<file path="src/rtl/haz_detect_pkg.sv">
// Shared definitions for the hazard-detection stage: forwarding encodings,
// shadow-pipeline stage indices and the per-entry attribute record.
package haz_detect_pkg;

    localparam int unsigned DEF_REG_W = 5;
    localparam int unsigned NUM_STG   = 3;

    localparam int unsigned STG_EX  = 0;
    localparam int unsigned STG_MEM = 1;
    localparam int unsigned STG_WB  = 2;

    typedef enum logic [1:0] {
        FWD_RF  = 2'b00,
        FWD_EX  = 2'b01,
        FWD_MEM = 2'b10,
        FWD_WB  = 2'b11
    } fwd_sel_e;

    // Width-independent part of a shadow entry; v and rd live alongside it.
    typedef struct packed {
        logic wr_en;
        logic is_load;
        logic is_mem;
        logic is_branch;
        logic pred;
    } shadow_attr_t;

endpackage

</file>
<file path="src/rtl/haz_match.sv">
// Compares one ID source register against the EX/MEM/WB shadow entries and
// picks the forwarding source, youngest match first.
module haz_match
    import haz_detect_pkg::*;
#(
    parameter int unsigned REG_W = DEF_REG_W
) (
    input  logic [REG_W-1:0]         rs,
    input  logic                     use_rs,
    input  logic                     id_valid,
    input  logic [NUM_STG-1:0]       stg_v,
    input  logic [NUM_STG-1:0]       stg_wr_en,
    input  logic [NUM_STG*REG_W-1:0] stg_rd,
    input  logic                     ex_is_load,
    output logic [NUM_STG-1:0]       match,
    output logic [1:0]               fwd_sel
);

    always_comb begin
        for (int unsigned i = 0; i < NUM_STG; i++) begin
            match[i] = stg_v[i] && stg_wr_en[i] && use_rs && id_valid &&
                       (rs != '0) && (stg_rd[i*REG_W +: REG_W] == rs);
        end

        fwd_sel = FWD_RF;
        if (match[STG_EX]) begin
            // A load in EX has no data yet; the FSM stalls instead.
            fwd_sel = ex_is_load ? FWD_RF : FWD_EX;
        end else if (match[STG_MEM]) begin
            fwd_sel = FWD_MEM;
        end else if (match[STG_WB]) begin
            fwd_sel = FWD_WB;
        end
    end

endmodule

</file>
<file path="src/rtl/haz_detect.sv">
// Hazard detection: shadow EX/MEM/WB scoreboard, same-cycle hazard flags for
// the resolution FSM, forwarding selects and saturating stall/flush counters.
module haz_detect
    import haz_detect_pkg::*;
#(
    parameter int unsigned REG_W      = DEF_REG_W,
    parameter int unsigned CNT_W      = 8,
    parameter bit          SHARED_MEM = 1'b1
) (
    input  logic             clk,
    input  logic             rst_n,
    input  logic             id_valid,
    input  logic [REG_W-1:0] id_rs1,
    input  logic [REG_W-1:0] id_rs2,
    input  logic             id_use_rs1,
    input  logic             id_use_rs2,
    input  logic [REG_W-1:0] id_rd,
    input  logic             id_wr_en,
    input  logic             id_is_load,
    input  logic             id_is_mem,
    input  logic             id_is_branch,
    input  logic             id_pred_taken,
    input  logic             ex_br_taken,
    input  logic             pc_freeze,
    input  logic             do_flush,
    output logic             data,
    output logic             fwrd,
    output logic             str,
    output logic             ctrl,
    output logic             branch,
    output logic             crct,
    output logic [1:0]       fwd_sel_rs1,
    output logic [1:0]       fwd_sel_rs2,
    output logic [CNT_W-1:0] stall_cnt,
    output logic [CNT_W-1:0] flush_cnt
);

    typedef struct packed {
        logic         v;
        logic [REG_W-1:0] rd;
        shadow_attr_t attr;
    } entry_t;

    entry_t ex_q, mem_q, wb_q, id_entry;
    logic   id_live;
    logic [NUM_STG-1:0] m1, m2;

    // A flushed ID instruction is wrong-path and must not raise anything.
    assign id_live = id_valid && !do_flush;

    always_comb begin
        id_entry                = '0;
        id_entry.v              = id_valid;
        id_entry.rd             = id_rd;
        id_entry.attr.wr_en     = id_wr_en;
        id_entry.attr.is_load   = id_is_load;
        id_entry.attr.is_mem    = id_is_mem;
        id_entry.attr.is_branch = id_is_branch;
        id_entry.attr.pred      = id_pred_taken;
    end

    always_ff @(posedge clk or negedge rst_n) begin
        if (!rst_n) begin
            ex_q  <= '0;
            mem_q <= '0;
            wb_q  <= '0;
        end else begin
            mem_q <= ex_q;
            wb_q  <= mem_q;
            ex_q  <= (!pc_freeze && !do_flush) ? id_entry : '0;
        end
    end

    always_ff @(posedge clk or negedge rst_n) begin
        if (!rst_n) begin
            stall_cnt <= '0;
            flush_cnt <= '0;
        end else begin
            if (pc_freeze && (stall_cnt != '1)) stall_cnt <= stall_cnt + 1'b1;
            if (do_flush && (flush_cnt != '1)) flush_cnt <= flush_cnt + 1'b1;
        end
    end

    haz_match #(.REG_W(REG_W)) u_match_rs1 (
        .rs         (id_rs1),
        .use_rs     (id_use_rs1),
        .id_valid   (id_live),
        .stg_v      ({wb_q.v, mem_q.v, ex_q.v}),
        .stg_wr_en  ({wb_q.attr.wr_en, mem_q.attr.wr_en, ex_q.attr.wr_en}),
        .stg_rd     ({wb_q.rd, mem_q.rd, ex_q.rd}),
        .ex_is_load (ex_q.attr.is_load),
        .match      (m1),
        .fwd_sel    (fwd_sel_rs1)
    );

    haz_match #(.REG_W(REG_W)) u_match_rs2 (
        .rs         (id_rs2),
        .use_rs     (id_use_rs2),
        .id_valid   (id_live),
        .stg_v      ({wb_q.v, mem_q.v, ex_q.v}),
        .stg_wr_en  ({wb_q.attr.wr_en, mem_q.attr.wr_en, ex_q.attr.wr_en}),
        .stg_rd     ({wb_q.rd, mem_q.rd, ex_q.rd}),
        .ex_is_load (ex_q.attr.is_load),
        .match      (m2),
        .fwd_sel    (fwd_sel_rs2)
    );

    // WB matches are absorbed by regfile write-through.
    assign data   = m1[STG_EX] || m1[STG_MEM] || m2[STG_EX] || m2[STG_MEM];
    assign fwrd   = data && !(ex_q.attr.is_load && (m1[STG_EX] || m2[STG_EX]));
    assign str    = SHARED_MEM && mem_q.v && mem_q.attr.is_mem;
    assign branch = ex_q.v && ex_q.attr.is_branch;
    assign ctrl   = (id_live && id_is_branch) || branch;
    assign crct   = branch && (ex_br_taken == ex_q.attr.pred);

    logic unused_fields;
    assign unused_fields = ^{wb_q.attr.is_load, wb_q.attr.is_mem, wb_q.attr.is_branch,
                             wb_q.attr.pred, m1[STG_WB], m2[STG_WB]};

endmodule

</file>
<file path="config.mk">
export PLATFORM = sky130hd
export DESIGN_NAME = haz_detect
export DESIGN_NICKNAME = d
export VERILOG_FILES = /design/src/rtl/haz_detect_pkg.sv /design/src/rtl/haz_match.sv /design/src/rtl/haz_detect.sv
export SDC_FILE = /design/constraint.sdc
export NUM_CORES = 1
export LEC_CHECK = 0
export CAP_MARGIN = 25
export CORE_ASPECT_RATIO = 0.5
export CORE_MARGIN = 4
export CORE_UTILIZATION = 47
export DETAILED_ROUTE_END_ITERATION = 6
export PLACE_DENSITY = 0.79
export SKIP_LAST_GASP = 1
export SLEW_MARGIN = 20
export SYNTH_ARGS = -nofsm -noshare
export SYNTH_HDL_FRONTEND = slang
export SYNTH_SLANG_ARGS = --single-unit
</file>
<file path="constraint.sdc">
create_clock -name clk -period 2.4 [get_ports clk]
set_input_delay 0.48 -clock clk [delete_from_list [all_inputs] [get_ports clk]]
set_output_delay 0.48 -clock clk [all_outputs]
set_load 0.05 [all_outputs]
</file>
**Word level (Yosys, flattened, before mapping)**

Index checks and enable logic that the tools add are counted.

- Register bits after elaboration: 42
- Input bits: 28
- Output and inout port bits: 26
- Logic and storage cells: 82

- $add $sub $neg: 2
- Equal/unequal tests: 9
- Mux-type cells: 8
- Reduce and logical (&&, ||, !) cells: 47

Operators with widths:

| operator | number |
|---|---|
| logical AND 1 bit | 37 |
| equality test 5 bit | 6 |
| adder 8 x 1 -> 8 bit, second input constant | 2 |
| != test 8 bit, second input constant | 2 |
| two-way mux 2 bit | 6 |
| two-way mux 11 bit | 1 |
| nonzero test 5 bit | 2 |
| logical OR 1 bit | 5 |
| logical NOT 1 bit | 3 |
| equality test 1 bit | 1 |
| two-way mux 1 bit | 1 |

**Logic depth before layout (Yosys ltp)**

- Depth after elaboration: 9
- Depth in mapped cells: 6
- Gate-level depth less buffers: 6

**Modules after synthesis**

From an unflattened synthesis, not the netlist that was laid out.

- Cell total of the unflattened synthesis: 185
- Area total of the unflattened synthesis: 2050.7 sq um

Modules (own cells, without submodules):

| module | instances | cells each | area each (sq um) | sequential area each (sq um) |
|---|---|---|---|---|
| haz_detect | 1 | 119 | 1562.7 | 1051.0 |
| haz_match | 2 | 33 | 244.0 | 0.0 |

**Worst setup path before layout**

No wires, ideal clock.

- Path kind: in2out
- Start: input id_rs1[0]
- End: output fwrd
- Arrival time: 2.279 ns
- Data required time: 1.920 ns
- Slack: -0.359 ns
- Stages on the path: 5
- Buffers on the path: 0
- Cell sequence: or4_1 o211ai_2 nor3_1 o21a_1 a31oi_1

- Word-level cells in the longest chain between the ends: 7
- Elaborated cells on any way between the ends: 14
- Classes of those cells: eq/ne (2); reduce/logical (12)

Ends and longest elaborated chain:

| what | line | RTL |
|---|---|---|
| start: declaration | haz_detect.sv:13 | `input logic [REG_W-1:0] id_rs1,` |
| nonzero test 5 bit | haz_match.sv:22 | `(rs != '0) && (stg_rd[i*REG_W +: REG_W] == rs);` |
| logical AND 1 bit | haz_match.sv:21 | `match[i] = stg_v[i] && stg_wr_en[i] && use_rs && id_valid &&` |
| logical AND 1 bit | haz_match.sv:22 |  |
| logical OR 1 bit (on tied branches) | haz_detect.sv:109, haz_detect.sv:110 |  |
| logical OR 1 bit or logical AND 1 bit (tied branches) | haz_detect.sv:109, haz_detect.sv:110 |  |
| logical OR 1 bit or logical NOT 1 bit (tied branches) | haz_detect.sv:109, haz_detect.sv:110 |  |
| logical AND 1 bit * | haz_detect.sv:110 | `assign fwrd = data && !(ex_q.attr.is_load && (m1[STG_EX] \|\| m2[STG_EX]));` |
| end: declaration | haz_detect.sv:27 | `output logic fwrd,` |

Mark *: on every way between the ends. The rest lies on a longest branch, timed or not.

**Worst setup path in the final report**

- Start: register mem_q[7] (netlist bit)
- End: output fwrd

- Word-level cells in the longest chain between the ends: 6
- Elaborated cells on any way between the ends: 8
- Classes of those cells: eq/ne (2); reduce/logical (6)

Ends and longest elaborated chain:

| what | line | RTL |
|---|---|---|
| start: declaration | haz_detect.sv:44 | `entry_t ex_q, mem_q, wb_q, id_entry;` |
| start signal: assignment | haz_detect.sv:68 | `mem_q <= ex_q;` |
| equality test 5 bit | haz_match.sv:22 |  |
| logical AND 1 bit | haz_match.sv:22 |  |
| logical OR 1 bit (2 in a row) | haz_detect.sv:109 | `assign data = m1[STG_EX] \|\| m1[STG_MEM] \|\| m2[STG_EX] \|\| m2[STG_MEM];` |
| logical OR 1 bit * | haz_detect.sv:109 |  |
| logical AND 1 bit * | haz_detect.sv:110 |  |

Marked as above.

==> impl_metrics.py <==
metrics = {
    "finish": {
        "num_antenna_cells": 0,
        "instances_no_fill": 308,
        "layout-drive-gt1-share": 0.3150,
        "fin_nets": 283,
        "nFillCells": 247,
        "layout_commonest_cell": "dfrtp_1",
        "area_delta_synth_final_pct": 56.07,
        "final_cell_mix": "dfrtp_1 (37), clkdlybuf4s50_1 (30), xnor2_1 (29)",
    },
    "worst_setup_path": {
        "crit_fanout": 3,
        "end_kind": "primary output",
        "critPathKind": "register to primary output",
        "cp_slowest_stage_delay_ns": 0.55,
        "regToRegStartpoint": "flush_cnt[0]",
        "crit_path_start": "mem_q[7]",
        "crit_path_top_delay_cell": "or4_4",
        "worst_setup_path_start_kind": "register",
        "cp_data_required_time_ns": 1.92,
        "worstPathCellList": "xnor2_2, nand4_1, or4_4, buf_4, a31oi_2, buf_12",
        "worstPathArrival_ns": 2.14,
    },
    "routing": {
        "drc": 0,
        "vias_per_cell": 5.208,
        "drtAntennaViolNets": 0,
        "vias": 1604,
        "first_iter_violations": 78,
        "wl_mm": 5.069,
        "first_pass_iters": 4,
        "wl_per_cell_um": 16.46,
    },
    "synth": {
        "post_synth_and_or_nand_nor_area_fraction": 0.1940,
        "syn_nets": 200,
        "synthMuxAreaShare": 0,
        "synth.top_cell.area_share": 0.5395,
        "synth_seq_cells": 42,
        "synth_top_family_by_area": "XOR/XNOR gates",
        "synth-xor-area-share": 0.2023,
        "synth_largest_area_cell": "dfrtp_1",
        "avgSynthCellArea_um2": 11.46,
        "ys_types": 25,
        "yosysSeqAreaShare": 0.5395,
        "syn-cell-area_um2": 1948,
        "synthCells": 170,
        "synth-adder-area-share": 0.01285,
        "ys_top_cells_by_area": "dfrtp_1 (54%), xnor2_1 (16%), and2_1 (4.2%), xor2_1 (4.0%), nand4_1 (2.9%)",
        "ys_warn_count": 0,
        "synth-compound-area-share": 0.04560,
    },
    "timing": {
        "period_needed_ns": 2.624,
        "slew_violations": 0,
        "skew_ns": 0.01051,
        "layout_setup_ws_ns": -0.2238,
        "fmax_mhz": 381.1,
        "rsz0062_at_grt": "yes",
        "worst_pin_slew_ns": 0.5205,
        "setup_viol": 6,
        "timing.hold.ws_ns": 0.08722,
        "hold_viol": 0,
        "slew_headroom": 0.6500,
        "fin_crit_sh": 1.093,
    },
    "floorplan": {
        "die_h_um": 53.53,
        "die_x_um": 99.05,
        "die-area_um2": 5302,
        "start_util": 0.4940,
        "pin_count": 54,
        "rows": 16,
        "core_um2": 3944,
    },
    "placed_design": {
        "placed_cells": 297,
        "post-place-ws_ns": -0.5341,
        "dpl.hpwl_mm": 3.444,
        "gp_congestion": 0.7839,
        "port_buffers": 53,
    },
    "pwr": {
        "vdd.ir_drop.worst_mv": 0.6935,
        "p_per_area_nw_per_um2": 806.3,
        "leakage_nw": 1.364,
    },
    "job": {
        "drv_cap": 0,
    },
    "clocking": {
        "clkSlewWorstSetupHoldPaths_ns": 0.09,
        "clock_path_buffers": 2,
        "htree_levels": 2,
        "cts_buffers": 5,
        "cts_hold_buf": 0,
        "clkLatencyLatePin_ns": 0.29,
        "cts_tree": "done",
        "cts_root_buffer": "clkbuf_8",
        "clock_sinks": 42,
    },
    "status": {
        "violations": "setup timing",
        "outcome": "finished with violations",
    },
    "global_route": {
        "antenna_found_initial": 0,
        "grt_pass1_vias": 1685,
        "grt_pass1_wl_mm": 7.935,
        "grt-ovfl-total": 0,
        "gr-usage-all-layers": 0.1962,
        "grt_max_degree": 43,
    },
    "worst_hold_path": {
        "hold_path_class": "input port to asynchronous set/reset pin",
    },
}
## worst max-delay path, delay by kind of cell (launching register included)
kind,cells,cell delay [ns]
flops,1,0.45
buf+inv,2,0.33
simple gates,2,0.68
xor+xnor,1,0.18
compound gates,1,0.23
## path summary, 6_finish.rpt
| check | slack (ns) | cells past startpoint | to |
|---|---|---|---|
| worst max register to register | 0.74 | 6 | flush_cnt[6] |
| worst min-delay path | 0.09 | 1 | wb_q[10] |
| worst min register to register | 0.36 | 0 | mem_q[2] |
| min in group clk | 0.36 | 0 | mem_q[2] |
| worst max-delay path | -0.22 | 6 | fwrd |
| max in group asynchronous | 1.83 | 2 | mem_q[7] |
## report_power, final
group	internal (W)	switching (W)	leakage, nW	total [W]
Sequential	0.000828	0.000150	0.544	0.000979
Combinational	0.000355	0.000569	0.762	0.000923
Clock	0.000306	0.000243	0.0579	0.000550
## cells by family after synthesis
family	Yosys count
xor+xnor	45
compound gates	12
flops	42
buf+inv	3
fa+ha+maj	2
simple gates	66
## cell type report
class                      instances  area [um2]  share of cell area
tap                               54       67.56             0.02222
clock inverter                     3       40.04             0.01317
clock buffer                       5       68.82             0.02263
sequential                        42        1057              0.3477
timing repair buffer              76       753.2              0.2477
inverter                           3       11.26            0.003704
multi-input combinational        125        1042              0.3428
## sequential cells by signal, summed over array words and instances, names as in the netlist
register   flops
mem_q          8
stall_cnt      8
ex_q          11
wb_q           7
flush_cnt      8
## metal layers
| metal | share of wire | vias to the layer above | wire length (um) | GRT usage |
|---|---|---|---|---|
| li1 | - | 746 | - | - |
| met1 | 0.42 | 820 | 2121 | 0.2148 |
| met2 | 0.54 | 30 | 2728 | 0.3767 |
| met3 | 0.030 | 8 | 151 | 0.04605 |
| met4 | 0.013 | 0 | 68 | 0.08163 |
| met5 | 0 | - | 0 | 0 |
## stage by stage
stage	util	TNS, ns	total power (W)	area (um2)
global placement	0.7030	-2.532	0.001869	2773
detailed placement	0.7030	-2.871	0.001891	2773
CTS	0.7532	-0.7664	0.002457	2970
floorplan	-	-0.1012	0.001529	1962
finish	0.7709	-0.9318	0.002451	3040
global route	0.7709	-1.296	0.002560	3040
## synthesized netlist by cell type (all sizes together)
library cell,n
a21o,3
a21oi,3
a31oi,1
and2,13
and3,2
dfrtp,42
ha,2
inv,3
nand2,14
nand3,9
nand4,9
nor2,6
nor2b,2
nor3,3
nor3b,2
o211ai,2
o21a,1
o21ai,1
o31ai,1
or4,6
xnor2,36
xor2,9
## repair_timing
item                                    CTS  global route
endpoints found under the setup margin    6             6
setup buffers                             0             2
endpoints found under the hold margin     0             0
gates resized for setup                  66            16
pin swaps                                12            10
(Power assumes the default switching activity.)
